<file path="src/rtl/pc_unit.sv">
`default_nettype none
// ============================================================================
// Module   : pc_unit
// Brief    : Program counter with hardware call/return LIFO stack.
// Revision : 1.0 - initial release
// ============================================================================
module pc_unit #(
    parameter int ADDR_W    = 16,
    parameter int DEPTH     = 8,
    parameter int INC       = 1,
    parameter int RESET_VEC = 0
) (
    input  logic                       clk,
    input  logic                       init,
    input  logic                       wrpc,
    input  logic                       jump,
    input  logic                       prefix,
    input  logic                       ch,
    input  logic                       ret,
    input  logic                       rst,
    input  logic                       hlt,
    input  logic [ADDR_W-1:0]          imm,
    input  logic [ADDR_W-1:0]          rs_val,
    output logic [ADDR_W-1:0]          pc,
    output logic [ADDR_W-1:0]          ret_top,
    output logic [$clog2(DEPTH):0]     sp,
    output logic                       empty,
    output logic                       full,
    output logic                       err_ovf,
    output logic                       err_unf
);

    localparam int IDX_W = $clog2(DEPTH);
    localparam int SP_W  = IDX_W + 1;
    localparam logic [ADDR_W-1:0] c_reset_vec = ADDR_W'(RESET_VEC);
    localparam logic [ADDR_W-1:0] c_inc       = ADDR_W'(INC);
    localparam logic [SP_W-1:0]   c_depth     = SP_W'(DEPTH);

    logic [ADDR_W-1:0] r_pc;
    logic [SP_W-1:0]   r_sp;
    logic              r_err_ovf;
    logic              r_err_unf;
    logic [ADDR_W-1:0] r_stack [DEPTH];

    logic              w_active;
    logic              w_pop;
    logic              w_empty;
    logic              w_full;
    logic [IDX_W-1:0]  w_top_idx;
    logic [IDX_W-1:0]  w_wr_idx;
    logic              w_wr_en;
    logic [ADDR_W-1:0] w_target;
    logic [ADDR_W-1:0] w_top;

    assign w_active  = !rst && !hlt;
    assign w_pop     = wrpc && ret;
    assign w_empty   = (r_sp == '0);
    assign w_full    = (r_sp == c_depth);
    assign w_top_idx = IDX_W'(r_sp - 1'b1);
    assign w_target  = prefix ? imm : rs_val;
    assign w_top     = r_stack[w_top_idx];

    // A push that coincides with a successful pop overwrites the popped slot (swap).
    assign w_wr_idx = (w_pop && !w_empty) ? w_top_idx : IDX_W'(r_sp);
    assign w_wr_en  = w_active && ch && ((w_pop && !w_empty) || !w_full);

    always_ff @(posedge clk or posedge init) begin
        if (init) begin
            r_pc      <= c_reset_vec;
            r_sp      <= '0;
            r_err_ovf <= 1'b0;
            r_err_unf <= 1'b0;
        end else if (rst) begin
            r_pc      <= c_reset_vec;
            r_sp      <= '0;
            r_err_ovf <= 1'b0;
            r_err_unf <= 1'b0;
        end else if (!hlt) begin
            if (w_pop) begin
                if (!w_empty) begin
                    r_pc <= w_top;
                    if (!ch) begin
                        r_sp <= r_sp - 1'b1;
                    end
                end else begin
                    r_pc      <= c_reset_vec;
                    r_err_unf <= 1'b1;
                    if (ch) begin
                        r_sp <= r_sp + 1'b1;
                    end
                end
            end else begin
                if (wrpc) begin
                    r_pc <= jump ? w_target : (r_pc + c_inc);
                end
                if (ch) begin
                    if (w_full) begin
                        r_err_ovf <= 1'b1;
                    end else begin
                        r_sp <= r_sp + 1'b1;
                    end
                end
            end
        end
    end

    // Stack contents are don't-care after reset, so the array needs no reset.
    always_ff @(posedge clk) begin
        if (w_wr_en) begin
            r_stack[w_wr_idx] <= r_pc;
        end
    end

    assign pc      = r_pc;
    assign ret_top = w_empty ? '0 : w_top;
    assign sp      = r_sp;
    assign empty   = w_empty;
    assign full    = w_full;
    assign err_ovf = r_err_ovf;
    assign err_unf = r_err_unf;

endmodule
`default_nettype wire

</file>
<file path="config.mk">
export PLATFORM = sky130hd
export DESIGN_NAME = pc_unit
export DESIGN_NICKNAME = d
export VERILOG_FILES = /design/src/rtl/pc_unit.sv
export SDC_FILE = /design/constraint.sdc
export NUM_CORES = 1
export LEC_CHECK = 0
export CORE_ASPECT_RATIO = 0.7
export CORE_MARGIN = 4
export CORE_UTILIZATION = 50
export DETAILED_ROUTE_END_ITERATION = 10
export GPL_TIMING_DRIVEN = 0
export PLACE_DENSITY = 0.72
export SKIP_LAST_GASP = 1
export SLEW_MARGIN = 25
export SYNTH_ARGS = -nofsm -noshare
export SYNTH_HDL_FRONTEND = slang
export SYNTH_SLANG_ARGS = --single-unit
</file>
<file path="constraint.sdc">
create_clock -name clk -period 4.25 [get_ports clk]
set_clock_uncertainty 0.15 [all_clocks]
set_input_delay 0.425 -clock clk [delete_from_list [all_inputs] [get_ports clk]]
set_output_delay 0.425 -clock clk [all_outputs]
set_load 0.1 [all_outputs]
</file>
==> results of run 1 <==
-- synthesized netlist by cell type (6+ instances only) --
master	number
a21oi_1	16
buf_6	6
clkbuf_1	8
dfrtp_1	22
edfxtp_1	128
inv_1	10
mux2i_1	22
mux4_2	32
nand2_1	16
nand3_1	11
nand4_1	7
nor2_1	20
nor3_1	23
nor4_1	6
o21ai_1	6
o221ai_1	6
-- cell usage in the layout, fill, tap and decap left out, drive strengths merged, types with 4 or more instances in the layout --
master / netlist / layout
clkdlybuf4s50: 0 / 58
dfrtp: 22 / 22
edfxtp: 128 / 128
clkbuf: 11 / 31
o221ai: 6 / 6
a21oi: 16 / 16
nand3: 12 / 12
nand4: 7 / 7
inv: 11 / 17
xor2: 4 / 4
a22o: 5 / 5
mux2: 5 / 5
nand2: 16 / 16
xnor2: 5 / 5
o21ai: 11 / 11
nor2: 22 / 22
ha: 4 / 4
a31oi: 4 / 4
a22oi: 5 / 5
nor3: 25 / 25
clkinv: 1 / 5
and3: 4 / 4
clkdlybuf4s15: 0 / 8
nor4: 6 / 6
buf: 17 / 37
a221o: 4 / 4
mux2i: 22 / 22
mux4: 32 / 32
nand2b: 5 / 5
-- power groups by stage --
stage	Combinational (mW)	Sequential, mW	Clock [mW]
finish	0.707	1.66	1.45
global route	0.738	1.67	1.53
CTS	0.711	1.66	1.47
detailed placement	0.714	1.69	0
global placement	0.700	1.69	0
floorplan	0.436	1.76	0
-- flip-flops by register name, summed over array words and instances (netlist names) --
| signal | count |
|---|---|
| err_unf | 1 |
| pc | 16 |
| sp | 4 |
| err_ovf | 1 |
| r_stack | 128 |
-- worst min-delay path, stage by stage --
cell,delay (ns)
buf_6,0.12
nand4b_1,0.11
o32ai_1,0.08
-- cell families (layout without fill, tap and decap cells) --
kind of cell | count (synthesis) | count (layout)
buf+inv | 40 | 160
xor+xnor | 9 | 9
fa+ha+maj | 4 | 4
compound gates | 77 | 77
mux | 59 | 59
simple gates | 113 | 113
flops | 150 | 150
-- cell type report --
| cell class | instances | share of cell area (%) |
|---|---|---|
| Clock inverter | 14 | 1.61 |
| Tap cell | 185 | 2.67 |
| Timing Repair Buffer | 88 | 9.68 |
| Sequential cell | 150 | 50.6 |
| Clock buffer | 18 | 4.95 |
| Inverter | 12 | 0.606 |
| Multi-Input combinational cell | 262 | 27.6 |
| Buffer | 28 | 2.25 |
-- through the flow --
stage	hold slack, ns	util (%)	instance area [um^2]	setup TNS [ns]
after floorplan	0.264	-	6970	-8.97
after global placement	0.332	59.5	7950	-98.22
after detailed placement	0.345	60.8	8120	-4.00
after CTS	0.185	65.2	8700	-0.135
after global routing	0.200	65.0	8680	-0.0770
final	0.209	65.0	8680	0
-- worst max-delay path by stage --
stage,slack [ns],from,to
after global placement,-1.23,sp[0]$_DFFE_PP0P_,r_stack[1][1]$_DFFE_PP_
after global routing,-0.07,sp[0]$_DFFE_PP0P_,ret_top[10]
final,0.15,sp[0]$_DFFE_PP0P_,ret_top[10]
after detailed placement,-0.46,sp[0]$_DFFE_PP0P_,ret_top[10]
after CTS,-0.13,sp[0]$_DFFE_PP0P_,ret_top[10]
after floorplan,-0.11,sp[0]$_DFFE_PP0P_,r_stack[1][0]$_DFFE_PP_
-- routing by layer --
layer	global-route usage (%)	part of all wire, %	up-vias
li1	-	-	2052
met1	34.2	43	2354
met2	34.6	45	267
met3	5.88	9.5	33
met4	8.82	2.7	0
met5	0	0	-
==> impl_metrics.tcl, run 1 <==
set metrics [dict create \
    seq_area_um2 4390 \
    cts-buffers-inserted 17 \
    synth_adder_area_share_pct 0.721 \
    most_used_flip_flop_cell_after_synthesis "edfxtp_1" \
    worst-r2r-cell-count 12 \
    synthMuxAreaShare_pct 14.4 \
    synth_simple_gate_area_share_pct 9.02 \
    share_of_the_synthesized_area_in_the_top_cell_type_pct 55.4 \
    routed_wl_mm 18.0 \
    worst-slew-pin-transition_ns 0.993 \
    worstSkewPairLatency_ns 0.43 \
    cts.root.buffer_cell "clkbuf_16" \
    post-route-drc-count 0 \
    cts.hold.buffers_added 0 \
    worst_voltage_drop_across_the_vdd_grid_v 0.000321 \
    max_cap_viol_count 0 \
    antenna_left 0 \
    crit-reg2reg-capture "r_stack[4][10]$_DFFE_PP_" \
    grtUsageTotal_pct 23.5 \
    synthesis.nets 497 \
    io_buffer_count 75 \
    grt.overflow.total 0 \
    setup_ws_ns 0.153 \
    h_tree_lvls 4 \
    dr_total_vias 4706 \
    tritoncts "yes" \
    cells_taking_the_most_area_after_synthesis "edfxtp_1, mux4_2, dfrtp_1, mux2i_1, nor3_1" \
    finalNonFillerCells 757 \
    switching_share_pct 30.5 \
    worst_ep_required_time_ns 3.67 \
    dp.cells 725 \
    grt_pass1_wl_mm 27.5 \
    hold_crit_path_type "in -> reg" \
    synth_top_family_by_area "multiplexers" \
    fillers 966 \
    postSynth.asyncResetShare_pct 14.7 \
    cellPowerDensity_nw_per_um2 440 \
    average_footprint_of_a_synthesized_cell_um2 15.3 \
    timing.critical_path.max_delay_family "buffers and inverters" \
    cts_buffer_depth 2 \
    effective_utilization_at_floorplan_pct 51.9 \
    setup_violations 0 \
    vias_in_the_first_global_route 4637 \
    synth-compound-area-share_pct 7.83 \
    seqPwrFrac_pct 43.5 \
    postCtsSetupRepairBufs 0 \
    worst_slack_at_placement_ns -0.461 \
    max_slew_margin_pct 33.6 \
    worst_r2r_src "sp[0]$_DFFE_PP0P_" \
    post_cts.resized_instances 57 \
    cpMostUsedCell "inv_1" \
    result_of_the_run "finished, final reports clean" \
    critical_path_buf_inv_count 7 \
    finalHoldViolations 0 \
    ys_seq_area_share_pct 63.3 \
    synth.distinct_cells 68 \
    design.portCount 81 \
    net-switching-power_mw 1.16 \
    fin_crit_sh_pct 96.4 \
    drt_pass1_iterations 5 \
    worstSetupStartpointType "flop" \
    syn-instance-count 452 \
    detailed_place_hpwl_mm 12.7 \
    detailedRoute.firstIterationViolations 483 \
    area_growth_syn_to_layout_pct 25.1 \
    r2r_setup_slack_ns 0.36 \
    ys_ff_latch 150 \
    route.detailed.wl_per_inst_um 23.8 \
    internal_power_mw 2.65 \
    gp_routability_congestion 0.913 \
    area_enclosed_by_the_die_boundary_um2 15900 \
    antenna_found_initial 0 \
    report.power.total_mw 3.82 \
    die_w_um 149 \
    hold_path_start "wrpc" \
    route.detailed.vias_per_inst 6.22 \
    path_class "reg -> out" \
    antenna-diode-count 0 \
    worstPathMaxFanout 10 \
    cp_num_cells 10 \
    area_occupied_by_multi_input_gates_um2 2390 \
    post_synth_instance_area_um2 6940 \
    cp_slowest_cell "a22oi_1" \
    fp.coreArea_um2 13400 \
    clk_pin_slew_worst_paths_ns 0.06 \
    final_max_slew_viol_count 0 \
    floorplan.rows 35 \
    crit_path_end_kind "output port" \
    timing.critical_path.arrival_ns 3.52 \
    finish.net_count 604 \
    hold-path-cell-count 3 \
    grt_start_max_net_pins 23 \
    fp.dieH_um 107 \
    cts.sinks 150 \
    worstPathCellList "buf_6 -> clkbuf_4 -> inv_1 -> ha_1 -> clkbuf_8 -> clkbuf_2 -> mux4_2 -> a22oi_1 -> inv_1 -> buf_2" \
    share_clk_of_total_power_pct 38.0 \
    yosysTopAreaCell "edfxtp_1" \
    hold_end "pc[13]$_DFFE_PP0P_" \
    finalCriticalPeriod_ns 4.10 \
    yosys.area_share.xor_xnor_pct 1.24 \
    rsz0062_at_grt "yes" \
    critPathMaxStageDelay_ns 0.43 \
    max_freq_mhz 244 \
    comb_power_share_pct 18.5 \
    power_leakage_nw 3.02 \
    yosysWarnings 0 \
    share_of_cells_above_drive_strength_1_pct 24.8 \
    synth_enable_flop_cells 128 \
]
No activity file was read; power rests on OpenSTA's default activity.
==> run 2, diff against run 1 <==
Settings changed: GPL_ROUTABILITY_DRIVEN set to 0.
Clock period 4.25 ns to 5.15 ns, I/O delays scaled along.
==> run 2 against run 1 <==
  * Via count increased by 0.23%
  * Global-route usage decreased by 0.66 points
  * First-iteration DRC count increased by 2.7%
  * Non-clock buffer count increased by 3
  * Sequential share of layout area decreased by 0.26 points
  * Combinational power decreased by 18%
  * Sequential cell count unchanged
  * Critical endpoint is now ret_top[4]
  * Largest cell class unchanged
==> impl_metrics.tcl, run 2 (synthesis gave the netlist of run 1 again) <==
set metrics [dict create \
    die_w_um 149 \
    detailedRoute.firstIterationViolations 496 \
    largest_register_ff_count 128 \
    timing.critical_path.arrival_ns 4.26 \
    grt.overflow.total 0 \
    wl_met2_mm 8.30 \
    largest_register "r_stack" \
    final_max_slew_viol_count 0 \
    finalHoldViolations 0 \
    antenna_left 0 \
    r2r_setup_slack_ns 0.98 \
    top_layer_used "met4" \
    hold_crit_path_type "in -> reg" \
    route.detailed.wl_per_inst_um 23.1 \
    vias_in_the_first_global_route 4709 \
    critPathLaunch "sp[0]$_DFFE_PP0P_" \
    grtUsageTotal_pct 22.9 \
    hold-path-cell-count 3 \
    cts.sinks 150 \
    final_common_cell "edfxtp_1" \
    share_of_cells_above_drive_strength_1_pct 20.3 \
    drt-met1-wl_mm 7.32 \
    drt_pass1_iterations 5 \
    tritoncts "yes" \
    crit-reg2reg-capture "r_stack[1][7]$_DFFE_PP_" \
    worst-r2r-cell-count 11 \
    worstPathMaxFanout 10 \
    met3_length_mm 1.65 \
    post-route-drc-count 0 \
    max_cap_viol_count 0 \
    cts.hold.buffers_added 0 \
    fp.coreArea_um2 13400 \
    utilization_pct 65.3 \
    worst-slew-pin-transition_ns 0.985 \
    cts-buffers-inserted 17 \
    effective_utilization_at_floorplan_pct 51.9 \
    setup_violations 0 \
    finish.instance_area_um2 8720 \
    crit_path_end_kind "output port" \
    grt_pass1_wl_mm 27.0 \
    path_class "reg -> out" \
    detailed_place_hpwl_mm 12.5 \
    hold_path_start "wrpc" \
    power_leakage_nw 3.14 \
    area_enclosed_by_the_die_boundary_um2 15900 \
    cellPowerDensity_nw_per_um2 370 \
    most_frequent_cells_in_the_layout "edfxtp_1, clkdlybuf4s50_1, mux4_2" \
    fin_worst_hold_slack_ns 0.303 \
    fin_crit_sh_pct 95.7 \
    endpoint "ret_top[4]" \
    finish.net_count 607 \
    worst_ep_required_time_ns 4.49 \
    route.detailed.vias_per_inst 6.21 \
    finalCriticalPeriod_ns 4.93 \
    grt_start_max_net_pins 23 \
    worstSetupStartpointType "flop" \
    worstSkewPairLatency_ns 0.42 \
    cts.root.buffer_cell "clkbuf_16" \
    routed_wl_mm 17.5 \
    design.portCount 81 \
    postCtsSetupRepairBufs 0 \
    worst_r2r_src "sp[0]$_DFFE_PP0P_" \
    result_of_the_run "finished, final reports clean" \
    max_slew_margin_pct 34.1 \
    antenna-diode-count 0 \
    dpl-instance-area_um2 8110 \
    clk_pin_slew_worst_paths_ns 0.06 \
    h_tree_lvls 4 \
    floorplan.rows 35 \
    fp.dieH_um 107 \
    worst_voltage_drop_across_the_vdd_grid_v 0.000280 \
    dr_total_vias 4717 \
    antenna_found_initial 0 \
    max_freq_mhz 203 \
    rsz0062_at_grt "no" \
    cts_buffer_depth 2 \
    area_growth_syn_to_layout_pct 25.7 \
    io_buffer_count 75 \
]
-- run 2: cell count changes in the layout (fill, tap and decap cells not counted), moves of 5 or more --
cell             previous run  this run
nor2_2                      8         2
buf_2                      13         5
buf_6                       9        14
clkdlybuf4s15_2             8         0
dlygate4sd2_1               0         7
dlymetal6s2s_1              0         6
nor2_1                     13        20
-- run 2: worst min path at each step --
| stage | to | slack [ns] |
|---|---|---|
| 3_3_place_gp | err_unf$_DFFE_PP0P_ | 0.34 |
| 4_1_cts | pc[13]$_DFFE_PP0P_ | 0.29 |
| 3_5_place_dp | err_unf$_DFFE_PP0P_ | 0.35 |
| 2_1_floorplan | err_ovf$_DFFE_PP0P_ | 0.35 |
| 5_1_grt | pc[13]$_DFFE_PP0P_ | 0.34 |
| 6_report | pc[13]$_DFFE_PP0P_ | 0.30 |
-- run 2: repair_timing --
action / in CTS / in global routing
endpoints found under the setup margin: 7 / 6
gates cloned: 0 / 0
gates resized for setup: 7 / 6
-- run 2: stage by stage --
step           power [mW]  setup slack [ns]  setup TNS (ns)  cells
2_1_floorplan        1.80             0.522               0    452
3_3_place_gp         1.97            -0.188           -8.32    712
3_5_place_dp         1.98             0.267               0    728
4_1_cts              3.24            0.0447               0    760
5_1_grt              3.33            0.0169               0    760
6_report             3.23             0.223               0    760
-- run 2: area by class of cell --
class	instances	area [um^2]
Buffer	28	189
Inverter	12	52.6
Fill cell	965	4630
Sequential cell	150	4390
Timing Repair Buffer	91	907
Tap cell	185	231
Clock inverter	12	169
Clock buffer	20	437
Multi-Input combinational cell	262	2340
-- run 2: critical path, cell delays in order (launching register included) --
cell,delay [ns]
dfrtp_1,0.44
buf_6,0.22
buf_2,0.31
inv_1,0.19
ha_1,0.34
clkbuf_8,0.19
clkbuf_1,0.61
mux4_2,0.35
mux2i_1,0.12
nor2_1,0.17
dlygate4sd2_1,0.88
-- run 2: where the power goes --
group | switching (mW) | internal, mW
sequential | 0.0325 | 1.34
clock | 0.506 | 0.773
combinational | 0.398 | 0.179
-- run 2: per-layer routing --
metal | track usage [%] | vias to the layer above
li1 | - | 2053
met1 | 32.8 | 2381
met2 | 35.3 | 252
met3 | 5.07 | 31
met4 | 7.05 | 0
met5 | 0 | -
